--- config.mk ---
export PLATFORM = sky130hd
export DESIGN_NAME = mult_div_unit
export DESIGN_NICKNAME = d
export VERILOG_FILES = /design/src/rtl/mult_div_unit.sv
export SDC_FILE = /design/constraint.sdc
export NUM_CORES = 1
export LEC_CHECK = 0
export CORE_ASPECT_RATIO = 0.7
export CORE_UTILIZATION = 55
export CTS_BUF_LIST = sky130_fd_sc_hd__clkbuf_8
export CTS_CLUSTER_DIAMETER = 120
export DETAILED_ROUTE_END_ITERATION = 8
export HOLD_SLACK_MARGIN = 0.15
export PLACE_DENSITY = 0.79
export SLEW_MARGIN = 0
export SYNTH_ARGS = -nofsm -noshare
export SYNTH_HDL_FRONTEND = slang
export SYNTH_SLANG_ARGS = --single-unit
--- constraint.sdc ---
create_clock -name clk -period 3.9 [get_ports clk]
set_input_delay 1.17 -clock clk [delete_from_list [all_inputs] [get_ports clk]]
set_output_delay 1.17 -clock clk [all_outputs]
set_load 0.02 [all_outputs]
--- src/rtl/mult_div_unit.sv ---
// Multicycle signed multiply/divide unit for MIPS mult/div.
// Radix-2 Booth multiply and restoring divide, one bit per clock into HI/LO.
module mult_div_unit (
  input  logic        clk,
  input  logic        reset,
  input  logic        start_mult,
  input  logic        start_div,
  input  logic [31:0] a_in,
  input  logic [31:0] b_in,
  output logic        busy,
  output logic        done,
  output logic        div_by_zero,
  output logic [31:0] hi_out,
  output logic [31:0] lo_out
);

  typedef enum logic [1:0] {
    IDLE,
    MULT,
    DIV,
    FINISH
  } state_t;

  state_t      state;
  state_t      state_nx;
  logic [5:0]  cnt;
  logic [64:0] acc;
  logic [31:0] mcand;
  logic [32:0] rem;
  logic [32:0] dvsr;
  logic [31:0] quo;
  logic        is_div;
  logic        zero_div;
  logic        neg_q;
  logic        neg_r;

  logic        acc_mult;
  logic        acc_div;
  logic        last;
  logic [32:0] a_mag;
  logic [32:0] b_mag;
  logic [32:0] up_ext;
  logic [32:0] m_ext;
  logic [32:0] booth_sum;
  logic [64:0] acc_step;
  logic [32:0] trial;
  logic [32:0] diff;
  logic        ge;
  logic [31:0] q_fix;
  logic [31:0] r_fix;

  assign busy     = (state != IDLE);
  assign acc_mult = (state == IDLE) && start_mult;
  assign acc_div  = (state == IDLE) && !start_mult && start_div;
  assign last     = (cnt == 6'd31);

  // 33-bit magnitudes keep |-2^31| representable
  assign a_mag = a_in[31] ? 33'd0 - {a_in[31], a_in} : {1'b0, a_in};
  assign b_mag = b_in[31] ? 33'd0 - {b_in[31], b_in} : {1'b0, b_in};

  // Sum is kept 33 bits wide so the -2^31 multiplicand cannot overflow
  assign up_ext = {acc[64], acc[64:33]};
  assign m_ext  = {mcand[31], mcand};

  always_comb begin
    booth_sum = up_ext;
    unique case (acc[1:0])
      2'b01:   booth_sum = up_ext + m_ext;
      2'b10:   booth_sum = up_ext - m_ext;
      default: booth_sum = up_ext;
    endcase
  end

  assign acc_step = {booth_sum, acc[32:1]};

  assign trial = {rem[31:0], quo[31]};
  assign diff  = trial - dvsr;
  assign ge    = (trial >= dvsr);

  assign q_fix = neg_q ? 32'd0 - quo : quo;
  assign r_fix = neg_r ? 32'd0 - rem[31:0] : rem[31:0];

  always_ff @(posedge clk) begin
    if (reset) state <= IDLE;
    else       state <= state_nx;
  end

  always_comb begin
    state_nx = state;
    unique case (state)
      IDLE: begin
        if (acc_mult)
          state_nx = MULT;
        else if (acc_div)
          state_nx = (b_in == 32'd0) ? FINISH : DIV;
      end
      MULT:    if (last) state_nx = FINISH;
      DIV:     if (last) state_nx = FINISH;
      FINISH:  state_nx = IDLE;
      default: state_nx = IDLE;
    endcase
  end

  always_ff @(posedge clk) begin
    if (reset) begin
      cnt         <= '0;
      acc         <= '0;
      mcand       <= '0;
      rem         <= '0;
      dvsr        <= '0;
      quo         <= '0;
      is_div      <= 1'b0;
      zero_div    <= 1'b0;
      neg_q       <= 1'b0;
      neg_r       <= 1'b0;
      done        <= 1'b0;
      div_by_zero <= 1'b0;
      hi_out      <= '0;
      lo_out      <= '0;
    end else begin
      done <= 1'b0;
      unique case (state)
        IDLE: begin
          if (acc_mult) begin
            acc         <= {32'd0, b_in, 1'b0};
            mcand       <= a_in;
            is_div      <= 1'b0;
            zero_div    <= 1'b0;
            div_by_zero <= 1'b0;
            cnt         <= '0;
          end else if (acc_div) begin
            rem         <= '0;
            quo         <= a_mag[31:0];
            dvsr        <= b_mag;
            neg_q       <= a_in[31] ^ b_in[31];
            neg_r       <= a_in[31];
            is_div      <= 1'b1;
            zero_div    <= (b_in == 32'd0);
            div_by_zero <= 1'b0;
            cnt         <= '0;
          end
        end
        MULT: begin
          acc <= acc_step;
          cnt <= last ? 6'd0 : cnt + 6'd1;
        end
        DIV: begin
          rem <= ge ? diff : trial;
          quo <= {quo[30:0], ge};
          cnt <= last ? 6'd0 : cnt + 6'd1;
        end
        FINISH: begin
          done <= 1'b1;
          if (zero_div) begin
            div_by_zero <= 1'b1;
          end else if (is_div) begin
            hi_out <= r_fix;
            lo_out <= q_fix;
          end else begin
            hi_out <= acc[64:33];
            lo_out <= acc[32:1];
          end
        end
        default: ;
      endcase
    end
  end

endmodule
---- Yosys cells after proc, flatten, opt, wreduce, memory -nomap -nowiden ----
Index checks and enable logic that the tools add are counted.
operators by class
  add/subtract/negate cells ............... 8
  order comparisons ....................... 1
  equal/unequal tests ..................... 13
  muxes and demuxes ....................... 34
  bitwise gates (word level) .............. 3
  reduce and logical (&&, ||, !) cells .... 23
operators by type and width
  cell                                                count
  2-to-1 mux 32 bit                                   10
  case mux 65 bit (2 select lines)                    1
  case mux 32 bit (2 select lines)                    2
  subtractor 1 x 32 -> 32 bit (first input constant)  3
  case mux 33 bit (2 select lines)                    1
  2-to-1 mux 65 bit                                   1
  adder 32 x 32 -> 33 bit                             1
  >= comparator 33 bit                                1
  2-to-1 mux 33 bit                                   1
  subtractor 1 x 32 -> 33 bit (first input constant)  1
  subtractor 32 x 32 -> 33 bit                        1
  logical NOT 32 bit                                  1
  subtractor 32 bit                                   1
  2-to-1 mux 6 bit                                    3
  case mux 6 bit (2 select lines)                     1
  AND reduction 2 bit                                 6
  AND reduction 3 bit                                 4
  nonzero test 2 bit                                  6
  2-to-1 mux 1 bit                                    9
  inequality test 2 bit (second input constant)       4
  adder 6 x 1 -> 6 bit (second input constant)        1
  == test 2 bit (second input constant)               3
  == test 6 x 5 -> 1 bit (second input constant)      1
  2-to-1 mux 2 bit                                    3
  other kinds (12)                                    16
storage, ports and cells
  register bits ........................... 272
  input port bits ......................... 68
  output and inout bits ................... 67

---- Logic depth before layout (Yosys ltp) ----
  depth after elaboration ................. 6
  depth in mapped cells ................... 19

---- Worst setup path after synthesis ----
OpenSTA, ideal clock, no wires.
  path kind ............................... reg2reg
  start point ............................. register mcand[2]
  end point ............................... register acc[62]
  library setup time ...................... 0.128 ns
  data arrival time ....................... 4.121 ns
  path slack .............................. -0.349 ns
  stages on the path, launching flop included .. 20
  path buffers ............................ 0
  cell sequence ........................... dfxtp_1 or3_1 or4_1 nor4_1 nand2_1 nor2_1 nand2_1 nor2_1 a21oi_1 xnor2_1 ha_1 nand3_1 nor2_1 nand2_1 a2111oi_0 nor3_1 o21ai_1 xor2_1 a222oi_1 nor2_1
between the ends
  longest elaborated chain between the ends .. 3
RTL lines
  element                                                                         line    RTL
  start: declaration                                                              28      logic [31:0] mcand;
  start signal: assignment                                                        126     mcand <= a_in;
  subtractor 32 x 32 -> 33 bit / adder 32 x 32 -> 33 bit (equally long branches)  69, 68
  case mux 33 bit (2 select lines) *                                              67      unique case (acc[1:0])
  case mux 65 bit (2 select lines) *                                              122     unique case (state)
  end signal: assignment                                                          125     acc <= {32'd0, b_in, 1'b0};
  end signal: assignment                                                          144     acc <= acc_step;
  end: declaration                                                                27      logic [64:0] acc;
Mark *: on every way between the ends. The rest lies on a longest branch, timed or not.
A chain may end at the register's enable or synchronous reset.

---- Worst setup path after layout ----
  start point ............................. register mcand[2]
  end point ............................... register acc[59]
The elaborated chain is that of the path after synthesis.

==> flow_summary.toml <==
[floorplan]
start_util = 0.562
dieArea_um2 = 32800
core.rowCount = 54
die_w_um = 216
core_um2 = 31400
die_h_um = 152
io_pins = 135

[routing]
drc_errors = 0
first_pass_iters = 6
ant_nets = 0
wl_um = 59000
viasPerCell = 6.21
drt_iter0_drc = 2311
vias = 18400
wl_per_cell_um = 19.9

[min_path]
hp-start = "dvsr[32]"
hp-class = "flip-flop to flip-flop"

[power]
p_per_area_nw_per_um2 = 577
ir_drop_mv = 0.319
p_leak_nw = 8.45

[cts]
numCtsBuffers = 46
clk_path_buf_depth = 3
clk_root_buffer_cell = "clkbuf_8"
cts_tree = "yes"
path_clk_slew_ns = 0.06
hold_buffers = 0
h-tree-depth = 2
clock_sinks = 272
worstSkewPairLatency_ns = 0.62

[sta]
fin_crit_ns = 4.08
final_max_slew_viol_count = 0
rsz0062_at_grt = "true"
max_freq_ghz = 0.245
fin_crit_sh = 1.05
postLayoutSetupSlackWorst_ns = -0.183
setup_viol = 7
tns_ns = -0.648
slew_headroom = 0.241
fin_skew_ns = 0.0270
hold_viol_final = 0
worstMarginPinSlew_ns = 1.14
holdWs_ns = 0.463

[synth]
syn_area_per_cell_um2 = 7.67
synthArstFlopShare = 0
synth_area_leaders = "dfxtp_1, xor2_1, a21oi_1"
synth-edff-count = 0
synth_cell_types = 80
synth_ff_type = "dfxtp_1"
synth_top_area_frac = 0.309
synth_area_um2 = 17600
synth.largest_area_cell = "dfxtp_1"
synth_fp_nets = 2442
ys_ff_latch = 272
syn_inst = 2296
synth.yosys.seq_area_share = 0.309
ys_warn_count = 0

[placement]
port_buffers = 134
place_hpwl_um = 43100
gp_congestion = 0.967

[worst_setup_path]
cp-start-kind = "flip-flop"
crit_fanout = 4
crit_top_cell = "buf_4"
endpoint_kind = "flip-flop"
rr_startpoint = "mcand[2]"
path_cells = "or3_4 -> or4_4 -> nor4_4 -> buf_4 -> a21oi_2 -> xnor2_1 -> buf_4 -> ha_4 -> buf_4 -> and3_4 -> nand2_1 -> a211oi_2 -> o31a_1 -> o21ai_1 -> a21oi_1 -> mux2_2 -> a211oi_1"
cp.required_ns = 4.42
cp-startpoint = "mcand[2]"
crit_type = "flip-flop to flip-flop"
slowest_delay_ns = 0.45
critPathArrivalTime_ns = 4.60
crit_buf_inv = 3
cpMaxStageDelayCell = "or4_4"
critical-path-top-delay-family = "simple AND/OR/NAND/NOR gates"

[flow_run]
max_cap_viol_count = 0

[final_layout]
mostFrequentLayoutCells = "nor2_1, dfxtp_1, nand2_1, a21oi_1, buf_4"
final_common_cell = "nor2_1"
synthToLayoutAreaGrowth_pct = 24.2
n_antenna_cell = 0
layout-drive-gt1-share = 0.148
nets = 2652

[global_route]
grt_first_pass_wirelength_um = 90600
grtUsageTotal = 0.347
overflow = 0
grt_pass1_vias = 16600
antenna_found_initial = 0
grt_max_degree = 118

[run_status]
status = "finished with violations"
violations = "setup timing"
## synthesized netlist by cell type, types with 4 or more instances
cell / count
a211oi_1: 131
a21o_1: 17
a21oi_1: 224
a221oi_1: 7
a222oi_1: 20
a22o_1: 16
a22oi_1: 14
a31oi_1: 11
a32oi_1: 8
a41oi_1: 7
and2_1: 7
and3_1: 13
buf_1: 15
clkbuf_1: 131
dfxtp_1: 272
ha_1: 76
inv_1: 81
mux2i_1: 46
nand2_1: 260
nand2b_1: 13
nand3_1: 21
nand4_1: 10
nor2_1: 292
nor2b_1: 16
nor3_1: 38
nor4_1: 8
o211ai_1: 9
o21a_1: 8
o21ai_0: 109
o21ai_1: 26
o21bai_1: 5
o22ai_1: 10
o31a_1: 4
o31ai_1: 35
o41ai_1: 17
o41ai_2: 5
or2_1: 4
or3_1: 16
or4_1: 22
or4_4: 5
xnor2_1: 76
xor2_1: 131
## worst min-delay path: stages, from the launching register on
cell     delay (ns)
dfxtp_1        0.29
inv_1          0.07
nor3_1         0.05
## final timing paths
check / to / slack (ns) / cells past startpoint
max: acc[59] / -0.18 / 17
min: dvsr[32] / 0.46 / 2
max reg2reg: acc[59] / -0.18 / 17
min reg2reg: dvsr[32] / 0.46 / 2
## kinds of logic (layout without fill, tap and decap cells)
logic type | after synthesis | after routing | share of synthesized area
DFF | 272 | 272 | 0.309
muxes | 50 | 50 | 0.0287
adders and majority gates | 78 | 78 | 0.0563
and+or+nand+nor | 752 | 752 | 0.192
xor gates and xnor gates | 207 | 207 | 0.103
AOI/OAI and AO/OA | 706 | 706 | 0.262
buffers and inverters | 231 | 475 | 0.0497
## metal layers
| layer | routed length (µm) | share of wire | GRT usage | vias to the layer above |
|---|---|---|---|---|
| li1 | - | - | - | 8643 |
| met1 | 26400 | 0.45 | 0.495 | 8733 |
| met2 | 25400 | 0.43 | 0.533 | 886 |
| met3 | 5650 | 0.096 | 0.0637 | 129 |
| met4 | 1610 | 0.027 | 0.102 | 0 |
| met5 | 0 | 0 | 0 | - |
## repair_timing
| item | 4_1_cts | 5_1_grt |
|---|---|---|
| setup buffers | 7 | 3 |
| setup endpoints to repair | 12 | 20 |
| pin swaps | 18 | 32 |
| resized for setup | 34 | 66 |
## sequential cells by signal (all words and copies together), names as in the netlist
name	cells
is_div	1
done	1
lo_out	32
cnt	6
acc	65
neg_r	1
zero_div	1
mcand	32
hi_out	32
dvsr	33
rem	32
quo	32
state	2
div_by_zero	1
neg_q	1
## through the flow
| stage | total power (W) | utilization | std cells | setup WS [ns] | instance area, µm² |
|---|---|---|---|---|---|
| after floorplan | 0.00722 | - | 2296 | 0.0411 | 17700 |
| after global placement | 0.00906 | 0.648 | 2870 | -0.173 | 20300 |
| after detailed placement | 0.00922 | 0.648 | 2870 | -0.216 | 20300 |
| after CTS | 0.0121 | 0.687 | 2958 | -0.151 | 21500 |
| after global routing | 0.0133 | 0.698 | 2960 | -0.360 | 21900 |
| final | 0.0126 | 0.698 | 2960 | -0.183 | 21900 |
## layout make-up
type / instances / area (µm²)
inverter: 81 / 304
fill: 2546 / 9470
clock inverter: 20 / 158
clock buffer: 62 / 853
tap: 420 / 526
multi-input combinational: 1793 / 11800
timing repair buffer: 312 / 2750
sequential: 272 / 5450
## where the power goes
group | leakage, nW | switching, W | total, W | internal, W
Combinational | 5.68 | 0.00363 | 0.00619 | 0.00256
Sequential | 2.21 | 0.000456 | 0.00360 | 0.00314
Clock | 0.561 | 0.00127 | 0.00283 | 0.00156
(Power assumes the default switching activity.)
